File: config.mk
export PLATFORM = sky130hd
export DESIGN_NAME = aes_inv_ark_stage
export DESIGN_NICKNAME = d
export VERILOG_FILES = /design/src/rtl/aes_inv_ark_stage.sv
export SDC_FILE = /design/constraint.sdc
export NUM_CORES = 1
export LEC_CHECK = 0
export CAP_MARGIN = 5
export CORE_ASPECT_RATIO = 1.2
export CORE_MARGIN = 2
export CORE_UTILIZATION = 38
export CTS_BUF_LIST = sky130_fd_sc_hd__clkbuf_8 sky130_fd_sc_hd__clkbuf_16
export CTS_CLUSTER_SIZE = 20
export DETAILED_ROUTE_END_ITERATION = 8
export GPL_ROUTABILITY_DRIVEN = 0
export PLACE_DENSITY = 0.75
export SYNTH_ARGS = -nofsm -noshare
export SYNTH_HDL_FRONTEND = slang
export SYNTH_SLANG_ARGS = --single-unit
File: constraint.sdc
create_clock -name clk -period 26 [get_ports clk]
set_clock_uncertainty 0.05 [all_clocks]
set_input_delay 3.9 -clock clk [delete_from_list [all_inputs] [get_ports clk]]
set_output_delay 3.9 -clock clk [all_outputs]
set_load 0.01 [all_outputs]
File: src/rtl/aes_inv_ark_stage.sv
// aes_inv_ark_stage
// Registered AddRoundKey stage for the AES decryption datapath. Each accepted
// transfer is XORed with its round key and tagged with the key index it used,
// so the downstream inverse MixColumns block knows whether to apply or bypass.
// A 2-entry FIFO decouples upstream from downstream with valid/ready.
//
// Optional feature: define INV_ARK_ERR_EN to enable the sticky sequence error
// flag (restart mid-block, or a block that starts without in_first).
// Without it, err is tied low and the same sequences are handled silently.
module aes_inv_ark_stage #(
    parameter int NR = 10
) (
    input  logic         clk,
    input  logic         rst,
    input  logic         in_valid,
    output logic         in_ready,
    input  logic         in_first,
    input  logic [127:0] in_state,
    input  logic [127:0] in_key,
    output logic         out_valid,
    input  logic         out_ready,
    output logic [127:0] out_state,
    output logic         out_mix,
    output logic         out_last,
    output logic [3:0]   out_round,
    output logic         err
);

    localparam logic [3:0] LAST_KEY = 4'(NR);

    typedef struct packed {
        logic [127:0] state;
        logic [3:0]   round;
    } entry_t;

    entry_t      fifo_mem [2];
    logic        wr_ptr;
    logic        rd_ptr;
    logic [1:0]  count;
    logic [3:0]  rnd;
    logic        busy;
    logic        push;
    logic        pop;
    logic [3:0]  in_tag;
    entry_t      head;

    // Handshake qualifiers and the tag for the transfer being offered. While
    // idle, rnd always sits at NR, so an idle transfer is tagged as a block start.
    always_comb begin
        push   = in_valid && in_ready;
        pop    = out_valid && out_ready;
        in_tag = (in_first || !busy) ? LAST_KEY : rnd;
        head   = fifo_mem[rd_ptr];
    end

    // in_ready depends only on the registered occupancy, never on out_ready.
    assign in_ready  = (count != 2'd2);
    assign out_valid = (count != 2'd0);
    assign out_state = head.state;
    assign out_round = head.round;
    assign out_mix   = (head.round != LAST_KEY) && (head.round != 4'd0);
    assign out_last  = (head.round == 4'd0);

    // Two-entry FIFO: XOR and tag are captured at write so the head entry
    // drives the outputs directly and holds still under backpressure.
    always_ff @(posedge clk or posedge rst) begin
        if (rst) begin
            for (int i = 0; i < 2; i++) begin
                fifo_mem[i] <= '{state: '0, round: LAST_KEY};
            end
            wr_ptr <= 1'b0;
            rd_ptr <= 1'b0;
            count  <= 2'd0;
        end else begin
            if (push) begin
                fifo_mem[wr_ptr] <= '{state: in_state ^ in_key, round: in_tag};
                wr_ptr           <= ~wr_ptr;
            end
            if (pop) begin
                rd_ptr <= ~rd_ptr;
            end
            case ({push, pop})
                2'b10:   count <= count + 2'd1;
                2'b01:   count <= count - 2'd1;
                default: count <= count;
            endcase
        end
    end

    // Round tracking: a block runs from key index NR down to 0. Any accepted
    // transfer that is not the final one leaves the stage busy, so a transfer
    // arriving while idle acts as an implicit block start.
    always_ff @(posedge clk or posedge rst) begin
        if (rst) begin
            rnd  <= LAST_KEY;
            busy <= 1'b0;
        end else if (push) begin
            if (in_tag == 4'd0) begin
                rnd  <= LAST_KEY;
                busy <= 1'b0;
            end else begin
                rnd  <= in_tag - 4'd1;
                busy <= 1'b1;
            end
        end
    end

`ifdef INV_ARK_ERR_EN
    logic err_q;

    // Sticky flag for a restart mid-block or a non-first transfer while idle.
    always_ff @(posedge clk or posedge rst) begin
        if (rst) begin
            err_q <= 1'b0;
        end else if (push && (in_first == busy)) begin
            err_q <= 1'b1;
        end
    end

    assign err = err_q;
`else
    assign err = 1'b0;
`endif

endmodule

### Word level (Yosys, flattened, before mapping)

Cells that the tools add are included.

* logic and storage cells: 45
* bits in read-only memories: 0
* latch bits: 0
* register bits: 273
* input port bits: 261
* output and inout bits: 137
* memories: 0
* RAM bits: 0

* divide/modulo/power cells: 0
* $lt $le $gt $ge: 3
* multiplexer cells: 10
* reduce and logical (&&, ||, !) cells: 11
* bitwise gates (word level): 5
* $mul: 0
* shift-type cells: 0
* eq/ne operators: 4
* $add $sub $neg: 3

Operator list (count)
* $mux W132: 4
* $bwmux W264: 1
* $demux W132 S1: 1
* $xor A128 B128 Y128: 1
* $logic_not A4 Y1: 2
* $mux W4: 2
* $ge A2 B2 Y1 const B: 2
* $logic_and A1 B1 Y1: 4
* $ne A4 B4 Y1 const B: 1
* $not A1 Y2: 2
* $pmux W2 S2: 1
* $reduce_bool A2 Y1: 2
* $reduce_bool A4 Y1: 1
* $sub A4 B1 Y4 const B: 1
* $add A2 B1 Y2 const B: 1
* $eq A2 B1 Y1 const B: 1
* $eq A2 B2 Y1 const B: 1
* $lt A2 B1 Y1 const B: 1
* $ne A2 B2 Y1 const B: 1
* $not A1 Y1: 2
* $sub A2 B1 Y2 const B: 1
* $logic_not A1 Y1: 1
* $logic_or A1 B1 Y1: 1
* $mux W1: 1

### Longest topological paths before layout

Gate-level depths: netlist of the first run.

* depth in word-level cells: 6
* depth in mapped cells: 7
* mapped depth without buffers: 7

### Worst setup path after synthesis of the first run

OpenSTA, ideal clock, no wires.

* kind: reg2out
* start point: reg rd_ptr
* end point: out out_state[100]
* slack: 20704 ps
* buffers on the path: 3
* data required time: 22050 ps
* arrival: 1346 ps
* cell stages (with the launch flop): 5
* cell sequence: dfrtp_1 -> buf_2 -> clkbuf_1 -> buf_2 -> mux2_2

* cells in the longest elaborated chain, start to end: 4

RTL lines
* from (decl): line 38 `logic rd_ptr;`
* from (signal assigned): line 80 `rd_ptr <= ~rd_ptr;`
* $not A1 Y2 (implied by the code): line 53 `head = fifo_mem[rd_ptr];`
* $mux W132 (implied by the code) (3 in series): line 53
* to (decl): line 22 `output logic [127:0] out_state,`

Every way passes these cells. The select of a mux whose other input is x is not followed.

### Worst setup path after layout of the first run

* start point: reg rd_ptr
* end point: out out_last

* cells in the longest elaborated chain, start to end: 5

RTL lines
* $not A1 Y2 (implied by the code): line 53
* $mux W132 (implied by the code) (3 in series): line 53
* $logic_not A4 Y1: line 62 `assign out_last = (head.round == 4'd0);`
* to (decl): line 24 `output logic out_last,`

Every way passes these cells. The select of a mux whose other input is x is not followed.

==> run_results.csv, run 1 <==
group,metric,value,unit
detailed_routing,postRouteWirelength,29800,µm
pwr,p_leak,7.57,nW
cts,tritoncts,"done",
cts,hold_buffers,0,
finish,drive_above_1_share,28.9,%
setup_path,cp-end-kind,"output pin",
cts,clk-insertion-delay-late,530,ps
global_route,grt_max_degree,115,
global_route,grtUsageMet3,3.97,%
floorplanning,core_area,33900,µm²
setup_path,reg2reg_from,"count[1]",
cts,clk_pin_slew,60,ps
timing,fin_crit,6950,ps
finish,layout_commonest_cell,"clkdlybuf4s50_1",
global_route,top_usage_layer,"met2",
floorplanning,row_count,74,
timing,max_freq,144,MHz
timing,drv_slew,0,
global_route,use_met1,19.3,%
timing,rsz0062_at_grt,"no",
detailed_routing,ant_nets,0,
setup_path,crit_arrival,3000,ps
setup_path,worst_setup_path_start_kind,"flop",
cts,max-clock-path-buffers,3,
min_path,hold_end,"fifo_mem[170]",
synthesis,syn-cell-area,13000,µm²
synthesis,ys_ff_latch,273,
timing,hold_viol_final,0,
floorplanning,ios,398,
detailed_routing,routed-via-count,8328,
global_route,track_usage,16.5,%
setup_path,r2r_slack,23060,ps
setup_path,critical_path_class,"flop to output pin",
global_route,grt_pass1_wl,48000,µm
setup_path,worst-endpoint-required,22050,ps
synthesis,synth.distinct_cells,33,
synthesis,synth_cells,893,
place,dpl.hpwl,21000,µm
floorplanning,die_y,207,µm
synthesis,ys_seq_area_share,52.6,%
cts,numCtsBuffers,29,
detailed_routing,drtPass1Iterations,3,
cts,h-tree-depth,1,
min_path,hp-start,"fifo_mem[170]",
pwr,power,2.23,mW
floorplanning,die_area,35700,µm²
finish,final_cell_mix,"clkdlybuf4s50_1 (396), mux2_2 (310), dfrtp_1 (266)",
detailed_routing,drc_errors,0,
synthesis,ys_async_sr_fraction,100,%
timing,relSlewSlack,31.8,%
synthesis,synth-edff-count,0,
detailed_routing,vias_per_cell,4.72,
cts,post-cts-setup-buffer-count,0,
finish,fin_util,53.9,%
cts,root_buffer,"clkbuf_16",
detailed_routing,drt_iter0_drc,267,
timing,fin_crit_sh,26.7,%
synthesis,ys_warn_count,0,
pwr,peakVddDrop,60.4,µV
setup_path,timing.rr.end,"fifo_mem[214]",
finish,fin_area,18300,µm²
global_route,grt_pass1_vias,9045,
global_route,overflow,0,
cts,post_cts_resized,0,
synthesis,synth.avg_cell_area,14.6,µm²
floorplanning,die_w,173,µm
detailed_routing,wire_per_inst,16.9,µm
setup_path,r2r_cells,5,
global_route,antenna_found_initial,1,
finish,fin_nets,1547,
floorplanning,initial_core_util,38.4,%
timing,setup_viol,0,
cts,cts.sinks,273,
run,max-cap-violations,0,
setup_path,critPathMaxFanout,52,
synthesis,synthFlopType,"dfrtp_1",
finish,area_delta_synth_final,40.5,%
global_route,met2_usage,30.3,%
timing,worst_slew_pin_slew,1020,ps
place,place_area,17400,µm²
min_path,holdPathStages,1,
timing,fin_tns_setup,0,ps
run_status,outcome,"finished, final reports clean",
synthesis,synthesis.nets,1156,
place,port_buffers,396,
min_path,holdCritPathClass,"flop to flop",
pwr,p_per_area,122,nW/µm²
## state kept, by name, summed over array words and instances, names as in the netlist
register / count
wr_ptr: 1
rd_ptr: 1
rnd: 4
busy: 1
count: 2
fifo_mem: 264
## Yosys cell counts (2+ instances only)
library cell | n | area [µm²]
nor3_1 | 3 | 15.0
a21oi_1 | 2 | 10.0
ha_1 | 2 | 25.0
nor2_1 | 4 | 15.0
mux2_2 | 310 | 3490
buf_4 | 19 | 143
buf_2 | 18 | 90.1
buf_1 | 6 | 22.5
and2_1 | 3 | 18.8
inv_1 | 6 | 22.5
mux2i_1 | 2 | 20.0
nor2b_1 | 3 | 18.8
mux2_1 | 85 | 957
o21ai_0 | 4 | 20.0
dfstp_2 | 6 | 158
dfrtp_1 | 267 | 6680
xnor2_1 | 4 | 35.0
nand2b_1 | 4 | 25.0
xor2_1 | 130 | 1140
inv_2 | 2 | 7.51
## metal layers
metal	wire length [µm]	vias to the layer above
met3	1850	42
li1	-	3896
met5	0	-
met2	15500	239
met4	608	0
met1	11800	4151
## worst max path at each step
| stage | endpoint | from |
|---|---|---|
| after floorplan | busy | rst |
| after global placement | fifo_mem[251] | in_valid |
| after detailed placement | fifo_mem[214] | in_valid |
| after CTS | out_last | rd_ptr |
| after global routing | out_last | rd_ptr |
| final | out_last | rd_ptr |
## report_power, final
group	switching, mW	internal, mW	total [mW]
Sequential	0.106	0.646	0.752
Clock	0.164	0.226	0.390
Combinational	0.424	0.664	1.09
Total	0.694	1.54	2.23
## area by class of cell
type                            count  area (µm²)
Antenna cell                        1        2.50
Clock buffer                       34         795
Clock inverter                     19         113
Fill cell                        2940       15600
Inverter                            8        37.5
Multi-Input combinational cell    568        5900
Sequential cell                   273        6840
Tap cell                          456         571
Timing Repair Buffer              404        4020
## cells by family after synthesis
group           after synthesis  share of synthesized area [%]
flops                       273                           52.6
compound gates               11                          0.548
other cells                   1                         0.0288
simple gates                 23                           1.09
fa+ha+maj                     2                          0.192
xor+xnor                    134                           9.02
mux                         397                           34.3
buf+inv                      52                           2.22
## metrics by stage
step	hold WS (ps)	std cells	setup slack [ps]
2_1_floorplan	397	893	14540
3_3_place_gp	414	1709	18920
3_5_place_dp	422	1709	18870
4_1_cts	436	1762	18940
5_1_grt	450	1763	18800
6_report	430	1763	19050
## critical path, stage by stage, from the launching register on
cell,delay (ps)
dfrtp_4,630
buf_4,620
mux2i_1,330
inv_1,80
nor3_1,180
clkdlybuf4s50_1,580
No activity file was read; power rests on OpenSTA's default activity.
==> inputs of run 2 (changes only) <==
==> constraint.sdc (replaced) <==
create_clock -name clk -period 6.7 [get_ports clk]
set_clock_uncertainty 0.05 [all_clocks]
set_input_delay 1.005 -clock clk [delete_from_list [all_inputs] [get_ports clk]]
set_output_delay 1.005 -clock clk [all_outputs]
set_load 0.01 [all_outputs]
==> run 2 against run 1 <==
Against the previous run: first-iteration DRC count decreased by 6.0%; sequential share of layout area shrank 0.23 points; routed wire length rose by 4.2%; clock-buffer cell count rose by 2; combinational power rose to 3.8 times the previous value; flip-flop and latch count unchanged; utilization increased by 0.33 points; via count increased by 0.71%; design area is 0.62% higher; register-to-register slack worse by 19000 ps; non-clock buffer count increased by 1.
==> run_results.csv, run 2 (synthesis results as in run 1) <==
group,metric,value,unit
run_status,outcome,"finished, final reports clean",
finish,largest_reg_flops,264,
finish,register_area,6840,µm²
timing,fin_crit,4150,ps
pwr,power,8.79,mW
finish,antenna_cells,0,
floorplanning,core_area,33900,µm²
setup_path,worst-endpoint-required,5640,ps
cts,post_cts_resized,0,
cts,tritoncts,"done",
global_route,grt_pass1_wl,48400,µm
pwr,peakVddDrop,249,µV
timing,hold_ws,423,ps
global_route,overflow,0,
global_route,antenna_found_initial,0,
finish,drive_above_1_share,29.4,%
finish,final_cell_mix,"clkdlybuf4s50_1 (396), mux2_2 (310), dfrtp_1 (266)",
finish,layout_commonest_cell,"clkdlybuf4s50_1",
floorplanning,die_w,173,µm
cts,clk-insertion-delay-late,540,ps
finish,area_delta_synth_final,41.4,%
setup_path,reg2reg_from,"count[0]",
detailed_routing,vias_per_cell,4.75,
floorplanning,initial_core_util,38.4,%
pwr,clkPwrFrac,18.6,%
detailed_routing,ant_nets,0,
pwr,p_per_area,478,nW/µm²
timing,relSlewSlack,34.1,%
cts,numCtsBuffers,29,
pwr,p_switching,2.71,mW
place,placed_cells,1710,
timing,fin_tns_setup,0,ps
finish,fin_nets,1548,
place,place_area,17400,µm²
finish,stdcell_count,1764,
setup_path,worst_setup_path_start_kind,"flop",
min_path,holdCritPathClass,"flop to flop",
finish,biggestRegsByFlops,"fifo_mem x264, rnd x4, count x2",
timing,max_freq,241,MHz
floorplanning,die_y,207,µm
global_route,track_usage,16.7,%
pwr,power_frac_comb,46.9,%
timing,rsz0062_at_grt,"no",
finish,fin_area,18400,µm²
cts,max-clock-path-buffers,3,
run,max-cap-violations,0,
global_route,grt_max_degree,141,
timing,setup_viol,0,
setup_path,startpoint,"rd_ptr",
place,port_buffers,396,
finish,nFillCells,2886,
place,dpl.hpwl,22600,µm
timing,drv_slew,0,
floorplanning,ios,398,
detailed_routing,wire_per_inst,17.6,µm
cts,clk_pin_slew,60,ps
cts,post-cts-setup-buffer-count,0,
detailed_routing,postRouteWirelength,31000,µm
pwr,power_frac_seq,34.5,%
min_path,hp-start,"count[1]",
pwr,swShare,30.9,%
global_route,grt_pass1_vias,9022,
detailed_routing,drt_iter0_drc,251,
detailed_routing,routed-via-count,8387,
setup_path,critical_path_class,"flop to output pin",
pwr,p_leak,7.60,nW
detailed_routing,drtPass1Iterations,4,
cts,cts.sinks,273,
finish,multi_input_area,5900,µm²
detailed_routing,drc_errors,0,
pwr,power.internal,6.07,mW
cts,h-tree-depth,1,
setup_path,cp-end-kind,"output pin",
floorplanning,die_area,35700,µm²
timing,hold_viol_final,0,
timing,worst_slew_pin_slew,988,ps
cts,hold_buffers,0,
floorplanning,row_count,74,
timing,fin_crit_sh,61.9,%
finish,top_register,"fifo_mem",
cts,root_buffer,"clkbuf_16",
setup_path,crit_arrival,3090,ps
setup_path,critPathMaxFanout,36,
-- run 2: power groups by stage --
stage	Sequential [mW]	Clock (mW)	Combinational, mW
floorplan	2.79	0	2.49
global placement	3.05	0	4.07
detailed placement	3.06	0	4.16
CTS	3.04	1.68	4.18
global route	3.13	1.76	4.41
finish	3.03	1.64	4.12
-- run 2: cell type report --
cell class	instances	area share (%)
Clock buffer	36	4.47
Clock inverter	18	0.932
Inverter	8	0.184
Multi-Input combinational cell	568	32.1
Sequential cell	273	37.2
Tap cell	456	3.10
Timing Repair Buffer	405	22.1
-- run 2: worst paths after layout --
check	end	slack [ps]	cells after the start
worst max-delay path	out_last	2550	5
worst min-delay path	count[1]	420	1
worst max register to register	fifo_mem[115]	4370	5
worst min register to register	count[1]	420	1
max in group asynchronous	fifo_mem[106]	4290	3
min in group asynchronous	fifo_mem[178]	970	2
-- run 2: routing by layer --
metal / vias up / share of wire, % / GRT usage (%)
li1: 3892 / - / -
met1: 4177 / 38 / 18.9
met2: 260 / 53 / 31.1
met3: 58 / 5.8 / 3.66
met4: 0 / 3.0 / 5.99
met5: - / 0 / 0
-- run 2: worst max-delay path, cell delays in order, from the launching register on --
cell	delay, ps
dfrtp_4	750
buf_4	530
mux2i_1	330
inv_1	90
nor3_1	240
clkdlybuf4s50_1	600
-- run 2: stage by stage --
stage,utilization [%],setup slack [ps]
6_report,54.3,2550
5_1_grt,54.3,2350
4_1_cts,54.3,2450
3_5_place_dp,51.3,3050
3_3_place_gp,51.3,3000
2_1_floorplan,-,2040
==> inputs of run 3 (changes only) <==
==> constraint.sdc (replaced) <==
create_clock -name clk -period 4 [get_ports clk]
set_clock_uncertainty 0.05 [all_clocks]
set_input_delay 0.6 -clock clk [delete_from_list [all_inputs] [get_ports clk]]
set_output_delay 0.6 -clock clk [all_outputs]
set_load 0.01 [all_outputs]
==> run 3 against run 2 <==
Against the previous run: power rose by 67%; largest power group unchanged; utilization rose by 0.37 points; critical path depth fell by 2; cell count rose by 0.57%; die area did not move; sequential share of layout area fell by 0.25 points; first-iteration DRC count fell by 25%; flip-flop and latch count did not move; via count rose by 0.45%.
==> run_results.csv, run 3 (synthesis results as in run 1) <==
group,metric,value,unit
cts,h-tree-depth,1,
timing,max_freq,288,MHz
global_route,overflow,0,
cts,post_cts_resized,0,
setup_path,critical_path_class,"flop to output pin",
timing,rsz0062_at_grt,"no",
finish,fin_nets,1561,
finish,area_delta_synth_final,42.3,%
detailed_routing,wire_per_inst,17.2,µm
cts,root_buffer,"clkbuf_16",
place,dpl.hpwl,22500,µm
cts,post-cts-setup-buffer-count,0,
finish,final_cell_mix,"clkdlybuf4s50_1 (396), mux2_2 (310), dfrtp_1 (266)",
timing,fin_crit,3470,ps
timing,setup_viol,0,
timing,relSlewSlack,40.4,%
place,port_buffers,396,
setup_path,worst_setup_path_start_kind,"flop",
floorplanning,ios,398,
detailed_routing,drtPass1Iterations,4,
pwr,peakVddDrop,458,µV
timing,worst_slew_pin_slew,891,ps
timing,drv_slew,0,
cts,cts.sinks,273,
setup_path,worst-endpoint-required,3350,ps
floorplanning,core_area,33900,µm²
floorplanning,die_area,35700,µm²
cts,numCtsBuffers,29,
finish,stdcell_count,1774,
place,pre_cts_ws,1020,ps
finish,antenna_cells,0,
timing,fin_crit_sh,86.8,%
detailed_routing,drc_errors,0,
run,max-cap-violations,0,
setup_path,cp_num_buf_inv,2,
setup_path,crit_arrival,2820,ps
detailed_routing,routed-via-count,8425,
cts,tritoncts,"done",
cts,clk_pin_slew,60,ps
detailed_routing,drt_iter0_drc,188,
detailed_routing,vias_per_cell,4.75,
timing,setup_ws,526,ps
floorplanning,initial_core_util,38.4,%
cts,clk-insertion-delay-late,530,ps
finish,largest_reg_flops,264,
setup_path,critPathTopFamily,"buffers and inverters",
global_route,grt_pass1_wl,48000,µm
place,placed_cells,1723,
detailed_routing,postRouteWirelength,30600,µm
min_path,holdCritPathClass,"flop to flop",
setup_path,slowest_stage,"dfrtp_4",
timing,hold_viol_final,0,
global_route,grt_max_degree,133,
setup_path,cp-end-kind,"output pin",
finish,biggestRegsByFlops,"fifo_mem x264, rnd x4, count x2",
finish,top_register,"fifo_mem",
finish,layout_commonest_cell,"clkdlybuf4s50_1",
setup_path,crit_chain,"buf_4 -> mux2_2 -> clkdlybuf4s50_1",
floorplanning,die_y,207,µm
run_status,outcome,"finished, final reports clean",
setup_path,worst_path_largest_cell_delay,910,ps
timing,hold_ws,431,ps
global_route,antenna_found_initial,0,
global_route,track_usage,16.6,%
floorplanning,die_w,173,µm
pwr,p_per_area,793,nW/µm²
global_route,grt_pass1_vias,9186,
cts,max-clock-path-buffers,3,
setup_path,critPathMaxFanout,49,
detailed_routing,ant_nets,0,
finish,drive_above_1_share,29.6,%
cts,hold_buffers,0,
floorplanning,row_count,74,
pwr,p_leak,7.68,nW
## run 3: cell types whose count changed in the layout (fill, tap and decap cells not counted)
cell / before / now
buf_12: 2 / 9
buf_4: 7 / 13
inv_1: 9 / 13
clkinv_2: 7 / 4
clkinvlp_4: 4 / 2
bufinv_16: 3 / 2
clkbuf_8: 7 / 6
## run 3: final cells by class
| cell class | instances | area, µm² |
|---|---|---|
| clock buffers | 35 | 808 |
| clock inverters | 16 | 126 |
| flip-flops and latches | 273 | 6840 |
| well taps | 456 | 571 |
| inverters | 8 | 33.8 |
| fillers | 2920 | 15400 |
| repair buffers | 418 | 4240 |
| multi-input cells | 568 | 5900 |
## run 3: layer usage
layer / global-route usage (%) / vias to the layer above / wire length, µm
li1: - / 3921 / -
met1: 18.9 / 4214 / 11600
met2: 31.4 / 241 / 16500
met3: 3.53 / 49 / 1710
met4: 5.21 / 0 / 764
met5: 0 / - / 0
## run 3: path summary, 6_finish.rpt
path / start / to / slack [ps] / cells past startpoint
min in group asynchronous: rst / fifo_mem[177] / 530 / 2
setup / recovery: rd_ptr / out_state[97] / 530 / 3
max in group asynchronous: rst / fifo_mem[133] / 2530 / 3
setup reg to reg: count[0] / fifo_mem[96] / 1830 / 5
hold / removal: fifo_mem[153] / fifo_mem[153] / 430 / 1
hold reg to reg: fifo_mem[153] / fifo_mem[153] / 430 / 1
## run 3: metrics by stage
stage / util, % / instance area [µm²] / total power [mW] / TNS, ps
after detailed placement: 51.9 / 17600 / 12.2 / 0
after CTS: 54.7 / 18500 / 14.9 / 0
after global placement: 51.9 / 17600 / 12.0 / 0
final: 54.7 / 18500 / 14.7 / 0
after global routing: 54.7 / 18500 / 15.5 / 0
after floorplan: - / 13000 / 8.86 / -67950
## run 3: power breakdown
group	leakage (nW)	total [mW]	switching (mW)	internal [mW]
clock network	0.492	2.58	1.03	1.55
registers	3.21	5.02	0.819	4.20
logic	3.98	7.08	2.67	4.41
total	7.68	14.7	4.52	10.2
